## config.mk

```make
export PLATFORM = sky130hd
export DESIGN_NAME = led_pattern_engine
export DESIGN_NICKNAME = d
export VERILOG_FILES = /design/src/rtl/led_pattern_pkg.sv /design/src/rtl/led_pattern_engine_tick_divider.sv /design/src/rtl/led_pattern_engine.sv
export SDC_FILE = /design/constraint.sdc
export NUM_CORES = 1
export LEC_CHECK = 0
export BUFFER_PORTS_ARGS = -buffer_cell sky130_fd_sc_hd__buf_2
export CORE_UTILIZATION = 45
export CTS_BUF_LIST = sky130_fd_sc_hd__clkbuf_8
export DETAILED_ROUTE_END_ITERATION = 8
export GPL_ROUTABILITY_DRIVEN = 0
export PLACE_DENSITY = 0.62
export SKIP_CTS_REPAIR_TIMING = 1
export SYNTH_ARGS = -nofsm -noshare
export SYNTH_HDL_FRONTEND = slang
export SYNTH_SLANG_ARGS = --single-unit
```

## constraint.sdc

```tcl
create_clock -name clk -period 2.7 [get_ports clk]
set_clock_uncertainty 0.15 [all_clocks]
set_input_delay 0.54 -clock clk [delete_from_list [all_inputs] [get_ports clk]]
set_output_delay 0.54 -clock clk [all_outputs]
set_load 0.01 [all_outputs]
```

## src/rtl/led_pattern_pkg.sv

```systemverilog
// Shared encodings for the LED pattern engine.
// Mode and FSM state types used by the top and its bench.
package led_pattern_pkg;

    typedef enum logic [1:0] {
        MODE_ONESHOT = 2'd0,
        MODE_ROTATE  = 2'd1,
        MODE_BOUNCE  = 2'd2,
        MODE_FILL    = 2'd3
    } mode_e;

    typedef enum logic [1:0] {
        ST_IDLE  = 2'd0,
        ST_RUN   = 2'd1,
        ST_PAUSE = 2'd2
    } state_e;

endpackage

```

## src/rtl/led_pattern_engine_tick_divider.sv

```systemverilog
// Programmable step divider: one-cycle tick every (PERIOD >> speed_sel)
// enabled cycles; clr restarts the count from zero.
module tick_divider #(
    parameter int               CNT_W  = 26,
    parameter logic [CNT_W-1:0] PERIOD = 26'h3FFFFFF
) (
    input  logic       clk,
    input  logic       rst,
    input  logic       en,
    input  logic       clr,
    input  logic [1:0] speed_sel,
    output logic       tick
);

    logic [CNT_W-1:0] count;
    logic [CNT_W-1:0] limit;

    assign limit = PERIOD >> speed_sel;

    // >= so a live speed-up past the current count fires on the next cycle
    assign tick = en && !clr && (count >= limit - CNT_W'(1));

    always_ff @(posedge clk) begin
        if (rst || clr) begin
            count <= '0;
        end else if (tick) begin
            count <= '0;
        end else if (en) begin
            count <= count + CNT_W'(1);
        end
    end

endmodule

```

## src/rtl/led_pattern_engine.sv

```systemverilog
// LED pattern engine: oneshot, rotate, bounce and fill patterns
// advanced on each divided tick, with pause and restart control.
module led_pattern_engine
    import led_pattern_pkg::*;
#(
    parameter int               WIDTH  = 16,
    parameter int               CNT_W  = 26,
    parameter logic [CNT_W-1:0] PERIOD = 26'h3FFFFFF
) (
    input  logic             clk,
    input  logic             rst,
    input  logic             start,
    input  logic             pause,
    input  logic [1:0]       mode,
    input  logic             dir,
    input  logic [1:0]       speed_sel,
    output logic [WIDTH-1:0] data_out,
    output logic             step,
    output logic             busy,
    output logic             done
);

    localparam logic [WIDTH-1:0] LSB = {{(WIDTH-1){1'b0}}, 1'b1};
    localparam logic [WIDTH-1:0] MSB = {1'b1, {(WIDTH-1){1'b0}}};

    state_e           state;
    state_e           state_next;
    mode_e            mode_q;
    logic             dir_q;
    logic             bdir;
    logic             bdir_next;
    logic             tick;
    logic             fin;
    logic             done_ev;
    logic             en;
    logic [WIDTH-1:0] pat_next;
    logic [WIDTH-1:0] seed;

    assign busy    = (state != ST_IDLE);
    assign en      = busy && !pause;
    assign seed    = dir ? LSB : MSB;
    assign done_ev = tick && fin;

    tick_divider #(
        .CNT_W  (CNT_W),
        .PERIOD (PERIOD)
    ) u_div (
        .clk       (clk),
        .rst       (rst),
        .en        (en),
        .clr       (start),
        .speed_sel (speed_sel),
        .tick      (tick)
    );

    always_comb begin
        pat_next  = data_out;
        bdir_next = bdir;
        fin       = 1'b0;
        unique case (mode_q)
            MODE_ONESHOT: begin
                if (dir_q ? data_out[WIDTH-1] : data_out[0]) begin
                    fin = 1'b1;
                end else begin
                    pat_next = dir_q ? data_out << 1 : data_out >> 1;
                end
            end
            MODE_ROTATE: begin
                pat_next = dir_q ? {data_out[WIDTH-2:0], data_out[WIDTH-1]}
                                 : {data_out[0], data_out[WIDTH-1:1]};
            end
            MODE_BOUNCE: begin
                // Reverse before moving when already sitting on the end
                if (bdir ? data_out[WIDTH-1] : data_out[0]) begin
                    bdir_next = ~bdir;
                end
                pat_next = bdir_next ? data_out << 1 : data_out >> 1;
            end
            MODE_FILL: begin
                if (&data_out) begin
                    pat_next = '0;
                end else if (data_out == '0) begin
                    pat_next = dir_q ? LSB : MSB;
                end else if (dir_q) begin
                    pat_next = (data_out << 1) | data_out;
                end else begin
                    pat_next = (data_out >> 1) | data_out;
                end
            end
            default: ;
        endcase
    end

    always_comb begin
        state_next = state;
        unique case (state)
            ST_IDLE: begin
                if (start) state_next = ST_RUN;
            end
            ST_RUN: begin
                if (start)        state_next = ST_RUN;
                else if (done_ev) state_next = ST_IDLE;
                else if (pause)   state_next = ST_PAUSE;
            end
            ST_PAUSE: begin
                if (start)        state_next = ST_RUN;
                else if (done_ev) state_next = ST_IDLE;
                else if (!pause)  state_next = ST_RUN;
            end
            default: state_next = ST_IDLE;
        endcase
    end

    always_ff @(posedge clk) begin
        if (rst) begin
            state <= ST_IDLE;
        end else begin
            state <= state_next;
        end
    end

    always_ff @(posedge clk) begin
        if (rst) begin
            data_out <= MSB;
            mode_q   <= MODE_ONESHOT;
            dir_q    <= 1'b0;
            bdir     <= 1'b0;
            step     <= 1'b0;
            done     <= 1'b0;
        end else begin
            step <= 1'b0;
            done <= 1'b0;
            if (start) begin
                data_out <= seed;
                mode_q   <= mode_e'(mode);
                dir_q    <= dir;
                bdir     <= dir;
            end else if (tick) begin
                if (fin) begin
                    done <= 1'b1;
                end else begin
                    data_out <= pat_next;
                    bdir     <= bdir_next;
                    step     <= 1'b1;
                end
            end
        end
    end

endmodule

```

==> results of run 1 <==
[synth_stat cells, types with 4 or more instances]
master,n
a221oi_1,13
ha_1,5
xnor2_1,13
o211ai_1,11
buf_2,6
nand2_1,27
inv_1,20
a21oi_1,36
a211oi_1,6
nor4_1,7
or2_2,5
nor3_1,9
and4_1,4
dfxtp_1,50
nand2b_1,6
xor2_1,9
nand3_1,23
clkbuf_1,21
nor2_1,38
nand4_1,10
o21ai_0,31
and3_1,4
mux2i_1,7
and2_1,9
[cell families after synthesis]
kind of cell | Yosys count | synth area share [%]
buffers and inverters | 49 | 6.47
xor gates and xnor gates | 22 | 6.15
and+or+nand+nor | 153 | 25.1
adders and majority gates | 5 | 2.00
muxes | 11 | 3.67
AOI/OAI and AO/OA | 120 | 24.7
DFF | 50 | 31.9
[state kept, by name, summed over array words and instances (netlist names)]
register and count:
u_div.count 26, mode_q 2, dir_q 1, state 2
data_out 16, done 1, bdir 1, step 1
[worst paths after layout]
| kind | to | cells past startpoint |
|---|---|---|
| setup / recovery | data_out[0] | 8 |
| hold / removal | mode_q[0] | 3 |
| setup reg to reg | data_out[0] | 6 |
| hold reg to reg | u_div.count[21] | 2 |
[power by group]
group,internal (mW),switching (mW),leakage (nW)
sequential,0.745,0.0119,0.404
clock,0.207,0.256,0.0472
combinational,0.0527,0.0991,0.730
total,1.00,0.367,1.18
[metal layers]
metal	wire [um]	track usage, %
met5	0	0
met4	77	6.52
met3	339	3.31
met2	3990	38.7
met1	3550	28.9
[area by class of cell]
type | instances | area (um^2) | area share [%]
repair buffers | 43 | 293 | 8.34
flip-flops and latches | 50 | 1000 | 28.5
clock buffers | 6 | 82.6 | 2.35
well taps | 80 | 100 | 2.85
inverters | 20 | 75.1 | 2.14
multi-input cells | 311 | 1950 | 55.5
clock inverters | 2 | 12.5 | 0.356
[critical path, delay by kind of cell]
kind,cells,cell delay (ns)
simple gates,3,0.79
compound gates,2,0.53
mux,1,0.34
fa+ha+maj,1,0.27
buf+inv,1,0.10
[per-stage QoR]
| stage | hold WS, ns | total power [mW] | util [%] |
|---|---|---|---|
| finish | 0.317 | 1.37 | 52.0 |
| global route | 0.321 | 1.44 | 52.0 |
| detailed placement | 0.339 | 0.924 | 50.6 |
| floorplan | 0.317 | 0.877 | - |
| CTS | 0.305 | 1.39 | 52.0 |
| global placement | 0.318 | 0.921 | 50.6 |
==> results.ini, run 1 <==
[status]
status = finished, violations left
violations = DRC

[critical_path]
start_kind = input port
crit_type = input port to flop
worstPathArrival_ns = 2.58
cp_cell_sequence = buf_2 > or2_2 > ha_4 > nand3_1 > or4_4 > o21a_1 > o31ai_2 > mux2_1
crit_path_max_fanout = 7
max_stage_delay_ns = 0.42
rr_startpoint = u_div.count[1]
cpMaxStageDelayCell = or4_4
startpoint = speed_sel[0]
required_ns = 2.75
endpoint_kind = flop
r2r_setup_slack_ns = 0.39

[synthesis]
synthFlopType = dfxtp_1
synth.distinct_cells = 53
synth_seq_area_share_pct = 31.9
avgSynthCellArea_um2 = 7.64
synth-async-reset-ratio_pct = 0
ys_ff_latch = 50
synth_edf_count = 0
synth_top_area_cell = dfxtp_1
synth_top_cell_area_share_pct = 31.9
syn_area_um2 = 3130
syn_inst = 410
yosys-top-cells-area = dfxtp_1 32%, a21oi_1 5.7%, o21ai_0 5.0%
syn-num-nets = 424
ys.warnings.count = 0

[layout]
n_fill_cell = 628
antenna_cells = 0
layout_commonest_cell = dfxtp_1
finalNonFillerCells = 512
drive_gt1_share_pct = 15.5
fin_nets = 445
final_cell_area_um2 = 3510
syn2layout_area_growth_pct = 12.1
layout_common_cells = 50 x dfxtp_1, 38 x nor2_1, 36 x a21oi_1, 31 x o21ai_0

[cts]
path_clk_slew_ns = 0.10
cts.sinks = 50
clk_latency_ns = 0.30
cts_htree_levels = 2
cts_made_buffers = 5
clockBufferDepth = 2
clockRootBuffer = clkbuf_8
cts_tree = built

[floorplan]
start_util_pct = 46.4
die_w_um = 85.5
coreArea_um2 = 6760
die_area_um2 = 7300
std_cell_rows = 30
io_pins = 28
chipHeight_um = 85.5

[placed_design]
placed_cell_area_um2 = 3420
dp.cells = 504
hpwl_um = 5430
portBuffers = 27
dpl_worst_slack_ns = -0.151

[timing]
tightestPinTransition_ns = 0.617
setup_tns_ns = 0
rsz0062_at_grt = no
timing_hold_violations_final = 0
timing.fmax_mhz = 396
setup-violations-final = 0
final.period_utilization_pct = 93.5
fin_ws_ns = 0.176
drv_slew = 0
fin_crit_ns = 2.52
maxSlewHeadroom_pct = 58.7

[power]
peakVddDrop_mv = 0.216
p_leak_nw = 1.18
p_per_area_nw_per_um2 = 390

[min_path]
hp-start = mode[0]
hold_class = input port to flop

[route]
num_vias = 3041
dr.first_iter.drc_count = 156
drc = 1
routed_wl_um = 7960
first_pass_iters = 6
wl_per_cell_um = 15.5
antenna_left = 0
routed_via_density = 5.94

[global_routing]
antenna_found_initial = 0
grt_pass1_vias = 2839
grt_overflow = 0
grt_max_degree = 33
grt.total_usage_pct = 22.4
grt_pass1_wl_um = 13200

[run]
max_cap_viol_count = 0

No activity file was read; power rests on OpenSTA's default activity.
==> inputs of run 2 (changes only) <==
- PLACE_DENSITY: 0.62 -> 0.59
- clock period: 2.7 -> 2.58 ns (I/O delays scaled with it)
==> run 2 against run 1 <==
Net effect: the run now ends clean; clock power increased by 25%; design area rose by 1.5%; die area unchanged; flip-flop and latch count unchanged; sequential power is 4.5% higher; combinational power grew 9%; largest power group unchanged; highest routed layer unchanged.
==> results.ini, run 2 (synthesized netlist as in run 1, its figures left out) <==
[status]
status = finished clean  ; was finished, violations left

[global_routing]
grt_overflow = 0  ; unchanged
grt_pass1_wl_um = 13800  ; was 13200 um
antenna_found_initial = 0  ; unchanged
grt_max_degree = 27  ; was 33
grt_pass1_vias = 2844  ; was 2839
grt.total_usage_pct = 23.4  ; was 22.4%

[power]
p_leak_nw = 1.22  ; was 1.18 nW
peakVddDrop_mv = 0.288  ; was 0.216 mV
p_per_area_nw_per_um2 = 430  ; was 390 nW/um^2
power_mw = 1.53  ; was 1.37 mW

[layout]
final_cell_area_um2 = 3570  ; was 3510 um^2
layout_common_cells = 50 x dfxtp_1, 38 x nor2_1, 36 x a21oi_1, 31 x o21ai_0  ; unchanged
fin_nets = 450  ; was 445
drive_gt1_share_pct = 16.5  ; was 15.5%
syn2layout_area_growth_pct = 13.8  ; was 12.1%
finish.utilization_pct = 52.8  ; was 52.0%
top_regs = u_div.count x26, data_out x16  ; unchanged
antenna_cells = 0  ; unchanged
largest_register = u_div.count  ; unchanged
largest_reg_flops = 26  ; unchanged
layout_commonest_cell = dfxtp_1  ; unchanged

[cts]
cts_made_buffers = 5  ; unchanged
clk_latency_ns = 0.32  ; was 0.30 ns
cts.sinks = 50  ; unchanged
clockRootBuffer = clkbuf_8  ; unchanged
path_clk_slew_ns = 0.10  ; about the same
cts_htree_levels = 2  ; unchanged
cts_tree = built  ; unchanged
clockBufferDepth = 2  ; unchanged

[route]
routed_wl_um = 8150  ; was 7960 um
wl_per_cell_um = 15.8  ; was 15.5 um
antenna_left = 0  ; unchanged
routed_via_density = 5.90  ; was 5.94
first_pass_iters = 4  ; was 6
num_vias = 3049  ; was 3041
drc = 0  ; was 1
dr.first_iter.drc_count = 192  ; was 156

[timing]
maxSlewHeadroom_pct = 58.8  ; was 58.7%
setup_tns_ns = 0  ; unchanged
tightestPinTransition_ns = 0.616  ; was 0.617 ns
timing_hold_violations_final = 0  ; unchanged
timing.fmax_mhz = 415
fin_crit_ns = 2.41
drv_slew = 0  ; unchanged
setup-violations-final = 0  ; unchanged
final.period_utilization_pct = 93.3
rsz0062_at_grt = no  ; unchanged

[critical_path]
start_kind = input port  ; unchanged
cpMaxStageDelayCell = or4_4  ; unchanged
startpoint = speed_sel[0]  ; unchanged
max_stage_delay_ns = 0.42  ; about the same
cp_top_family = simple AND/OR/NAND/NOR gates  ; unchanged
worstPathArrival_ns = 2.47  ; was 2.58 ns
rr_startpoint = u_div.count[1]  ; unchanged
endpoint_kind = flop  ; unchanged
crit_type = input port to flop  ; unchanged
r2r_setup_slack_ns = 0.30  ; was 0.39 ns
cp_cell_sequence = buf_2 > or2_4 > ha_4 > nand3_1 > or4_4 > o21a_1 > o31ai_2 > mux2_1  ; was buf_2 > or2_2 > ha_4 > nand3_1 > or4_4 > o21a_1 > o31ai_2 > mux2_1
required_ns = 2.64  ; was 2.75 ns
r2r-end = data_out[0]  ; unchanged
crit_path_max_fanout = 6  ; was 7
worstPathBufferInverterCount = 1  ; unchanged
r2r_cells = 6  ; unchanged

[floorplan]
chipHeight_um = 85.5  ; unchanged
io_pins = 28  ; unchanged
coreArea_um2 = 6760  ; unchanged
std_cell_rows = 30  ; unchanged
start_util_pct = 46.4  ; unchanged
die_area_um2 = 7300  ; unchanged
die_w_um = 85.5  ; unchanged

[min_path]
holdPathEnd = state[1]  ; was mode_q[0]
whs_path_depth = 3  ; unchanged
hold_class = input port to flop  ; unchanged
hp-start = pause  ; was mode[0]

[run]
max_cap_viol_count = 0  ; unchanged

[placed_design]
hpwl_um = 5490  ; was 5430 um
portBuffers = 27  ; unchanged
placed_cell_area_um2 = 3460  ; was 3420 um^2

[run 2: cell type report]
| cell class | instances | area, um^2 |
|---|---|---|
| clock buffers | 5 | 68.8 |
| clock inverters | 3 | 40.0 |
| fillers | 694 | 3190 |
| inverters | 20 | 75.1 |
| multi-input cells | 311 | 1950 |
| flip-flops and latches | 50 | 1000 |
| well taps | 80 | 100 |
| repair buffers | 48 | 330 |
[run 2: routing by layer]
layer	vias to the layer above	track usage, %	wire [um]
met5	-	0	0
met4	0	8.94	103
met3	8	3.40	290
met2	59	38.0	3900
met1	1445	31.3	3850
li1	1537	-	-
[run 2: power breakdown]
group / switching, mW / internal (mW)
combinational: 0.107 / 0.0594
clock: 0.291 / 0.286
sequential: 0.0109 / 0.780
total: 0.408 / 1.13
[run 2: how the worst max path moves through the flow]
stage | cells past startpoint | endpoint | slack, ns
after detailed placement | 8 | data_out[0] | -0.16
after global placement | 8 | data_out[0] | -0.14
after CTS | 8 | data_out[0] | 0.18
after global routing | 8 | data_out[0] | 0.05
after floorplan | 8 | data_out[0] | 0.0002
final | 8 | data_out[0] | 0.17
[run 2: worst reg2reg max path, cell delays in order, from the launching register on]
cell and delay [ns]:
dfxtp_1 0.40, ha_1 0.16, o211ai_1 0.08, or4_4 0.53
o21a_1 0.29, o31ai_2 0.22, mux2_1 0.34
[run 2: stage by stage]
step,instances,worst slack [ns],hold slack (ns)
final,517,0.173,0.289
after floorplan,410,0.000239,0.317
after global placement,509,-0.142,0.340
after detailed placement,509,-0.164,0.352
after CTS,517,0.178,0.286
after global routing,517,0.0538,0.291
==> inputs of run 3 (changes only) <==
- PLACE_DENSITY: 0.59 -> unset
- PLACE_DENSITY_LB_ADDON: unset -> 0.15
==> run 3 against run 2 <==
Net effect: critical path type unchanged; clock-buffer cell count unchanged; largest cell class unchanged; setup slack got worse by 0.035 ns; combinational power about the same; critical path depth unchanged.
==> results.ini, run 3 (synthesized netlist as in run 1, its figures left out) <==
[global_routing]
grt.total_usage_pct = 22.1  ; was 23.4%
antenna_found_initial = 0  ; unchanged
grt_pass1_wl_um = 13200  ; was 13800 um
grt_max_degree = 33  ; was 27
grt_pass1_vias = 2796  ; was 2844
grt_overflow = 0  ; unchanged

[layout]
largest_register = u_div.count  ; unchanged
syn2layout_area_growth_pct = 12.5  ; was 13.8%
top_regs = u_div.count x26, data_out x16  ; unchanged
layout_commonest_cell = dfxtp_1  ; unchanged
antenna_cells = 0  ; unchanged
finalNonFillerCells = 515  ; was 517
layout_common_cells = 50 x dfxtp_1, 38 x nor2_1, 36 x a21oi_1, 31 x o21ai_0  ; unchanged
fin_nets = 449  ; was 450
largest_reg_flops = 26  ; unchanged
n_fill_cell = 671  ; was 694
drive_gt1_share_pct = 15.6  ; was 16.5%

[timing]
rsz0062_at_grt = no  ; unchanged
setup_tns_ns = 0  ; unchanged
drv_slew = 0  ; unchanged
setup-violations-final = 0  ; unchanged
tightestPinTransition_ns = 0.603  ; was 0.616 ns
final.period_utilization_pct = 94.7  ; was 93.3%
timing.fmax_mhz = 409  ; was 415 MHz
fin_crit_ns = 2.44  ; was 2.41 ns
timing_hold_violations_final = 0  ; unchanged
maxSlewHeadroom_pct = 59.7  ; was 58.8%

[placed_design]
dp.cells = 508  ; was 509
hpwl_um = 5370  ; was 5490 um
portBuffers = 27  ; unchanged

[cts]
clockBufferDepth = 2  ; unchanged
path_clk_slew_ns = 0.09  ; was 0.10 ns
cts_made_buffers = 5  ; unchanged
cts.sinks = 50  ; unchanged
cts_htree_levels = 2  ; unchanged
cts_tree = built  ; unchanged
clockRootBuffer = clkbuf_8  ; unchanged
clk_latency_ns = 0.30  ; was 0.32 ns

[min_path]
holdPathEnd = mode_q[1]  ; was state[1]
hp-start = mode[1]  ; was pause
whs_path_depth = 3  ; unchanged
hold_class = input port to flop  ; unchanged

[critical_path]
r2r_setup_slack_ns = 0.29  ; was 0.30 ns
worstPathArrival_ns = 2.49  ; was 2.47 ns
required_ns = 2.63  ; was 2.64 ns
endpoint_kind = flop  ; unchanged
start_kind = input port  ; unchanged
r2r_cells = 6  ; unchanged
r2r-end = data_out[0]  ; unchanged
crit_path_max_fanout = 7  ; was 6
rr_startpoint = u_div.count[1]  ; unchanged
crit_type = input port to flop  ; unchanged

[run]
max_cap_viol_count = 0  ; unchanged

[floorplan]
start_util_pct = 46.4  ; unchanged
io_pins = 28  ; unchanged
chipHeight_um = 85.5  ; unchanged
coreArea_um2 = 6760  ; unchanged
die_area_um2 = 7300  ; unchanged
std_cell_rows = 30  ; unchanged
die_w_um = 85.5  ; unchanged

[route]
routed_via_density = 5.92  ; was 5.90
dr.first_iter.drc_count = 151  ; was 192
wl_per_cell_um = 15.1  ; was 15.8 um
num_vias = 3049  ; unchanged
first_pass_iters = 4  ; unchanged
highest_layer = met4  ; unchanged
routed_wl_um = 7800  ; was 8150 um
met2WireLength_um = 3860  ; was 3900 um
routed-wl-met3_um = 349  ; was 290 um
drc = 0  ; unchanged
wl_met1_um = 3530  ; was 3850 um
antenna_left = 0  ; unchanged

[power]
p_per_area_nw_per_um2 = 393  ; was 430 nW/um^2
peakVddDrop_mv = 0.241  ; was 0.288 mV
p_leak_nw = 1.20  ; was 1.22 nW

[status]
status = finished clean  ; unchanged

==> run 3: cell types whose count changed in the layout (fill, tap and decap cells not counted) <==
cell / previous run / this run
clkinv_2: 2 / 0
inv_1: 20 / 22
buf_4: 18 / 17
bufinv_16: 1 / 0
==> run 3: worst max-delay path, cell delays in order <==
cell	delay, ns
buf_2	0.10
or2_4	0.25
ha_4	0.26
nand3_1	0.07
or4_4	0.42
o21a_1	0.30
o31ai_2	0.23
mux2_1	0.33
==> run 3: layer usage <==
| metal | GRT usage [%] | vias up |
|---|---|---|
| li1 | - | 1531 |
| met1 | 28.1 | 1431 |
| met2 | 39.6 | 81 |
| met3 | 3.40 | 6 |
| met4 | 4.55 | 0 |
| met5 | 0 | - |
==> run 3: metrics by stage <==
step	hold slack (ns)	worst slack (ns)	cell area [um^2]	util, %	total power, mW
finish	0.297	0.137	3530	52.2	1.39
global route	0.296	0.0459	3530	52.2	1.44
CTS	0.295	0.145	3530	52.2	1.40
detailed placement	0.331	-0.185	3450	51.1	0.970
global placement	0.324	-0.154	3450	51.1	0.969
floorplan	0.317	0.000239	3150	-	0.918
==> run 3: worst max path at each step <==
stage | from | endpoint | slack [ns] | cells after the start
2_1_floorplan | speed_sel[0] | data_out[0] | 0.0002 | 8
3_3_place_gp | speed_sel[0] | data_out[0] | -0.15 | 8
3_5_place_dp | speed_sel[0] | data_out[0] | -0.18 | 8
4_1_cts | speed_sel[0] | data_out[0] | 0.14 | 8
5_1_grt | speed_sel[0] | data_out[0] | 0.05 | 8
6_report | speed_sel[0] | data_out[0] | 0.14 | 8
==> run 3: report_power, final <==
group	internal [mW]	switching (mW)	total, mW
clock network	0.180	0.253	0.433
logic	0.0583	0.104	0.163
registers	0.779	0.0111	0.791
==> run 3: final cells by class <==
| class | instances | area, um^2 | share of cell area [%] |
|---|---|---|---|
| clock inverter | 2 | 7.51 | 0.213 |
| clock buffer | 5 | 68.8 | 1.95 |
| inverter | 20 | 75.1 | 2.13 |
| sequential | 50 | 1000 | 28.4 |
| multi-input combinational | 311 | 1950 | 55.3 |
| tap | 80 | 100 | 2.84 |
| timing repair buffer | 47 | 323 | 9.16 |
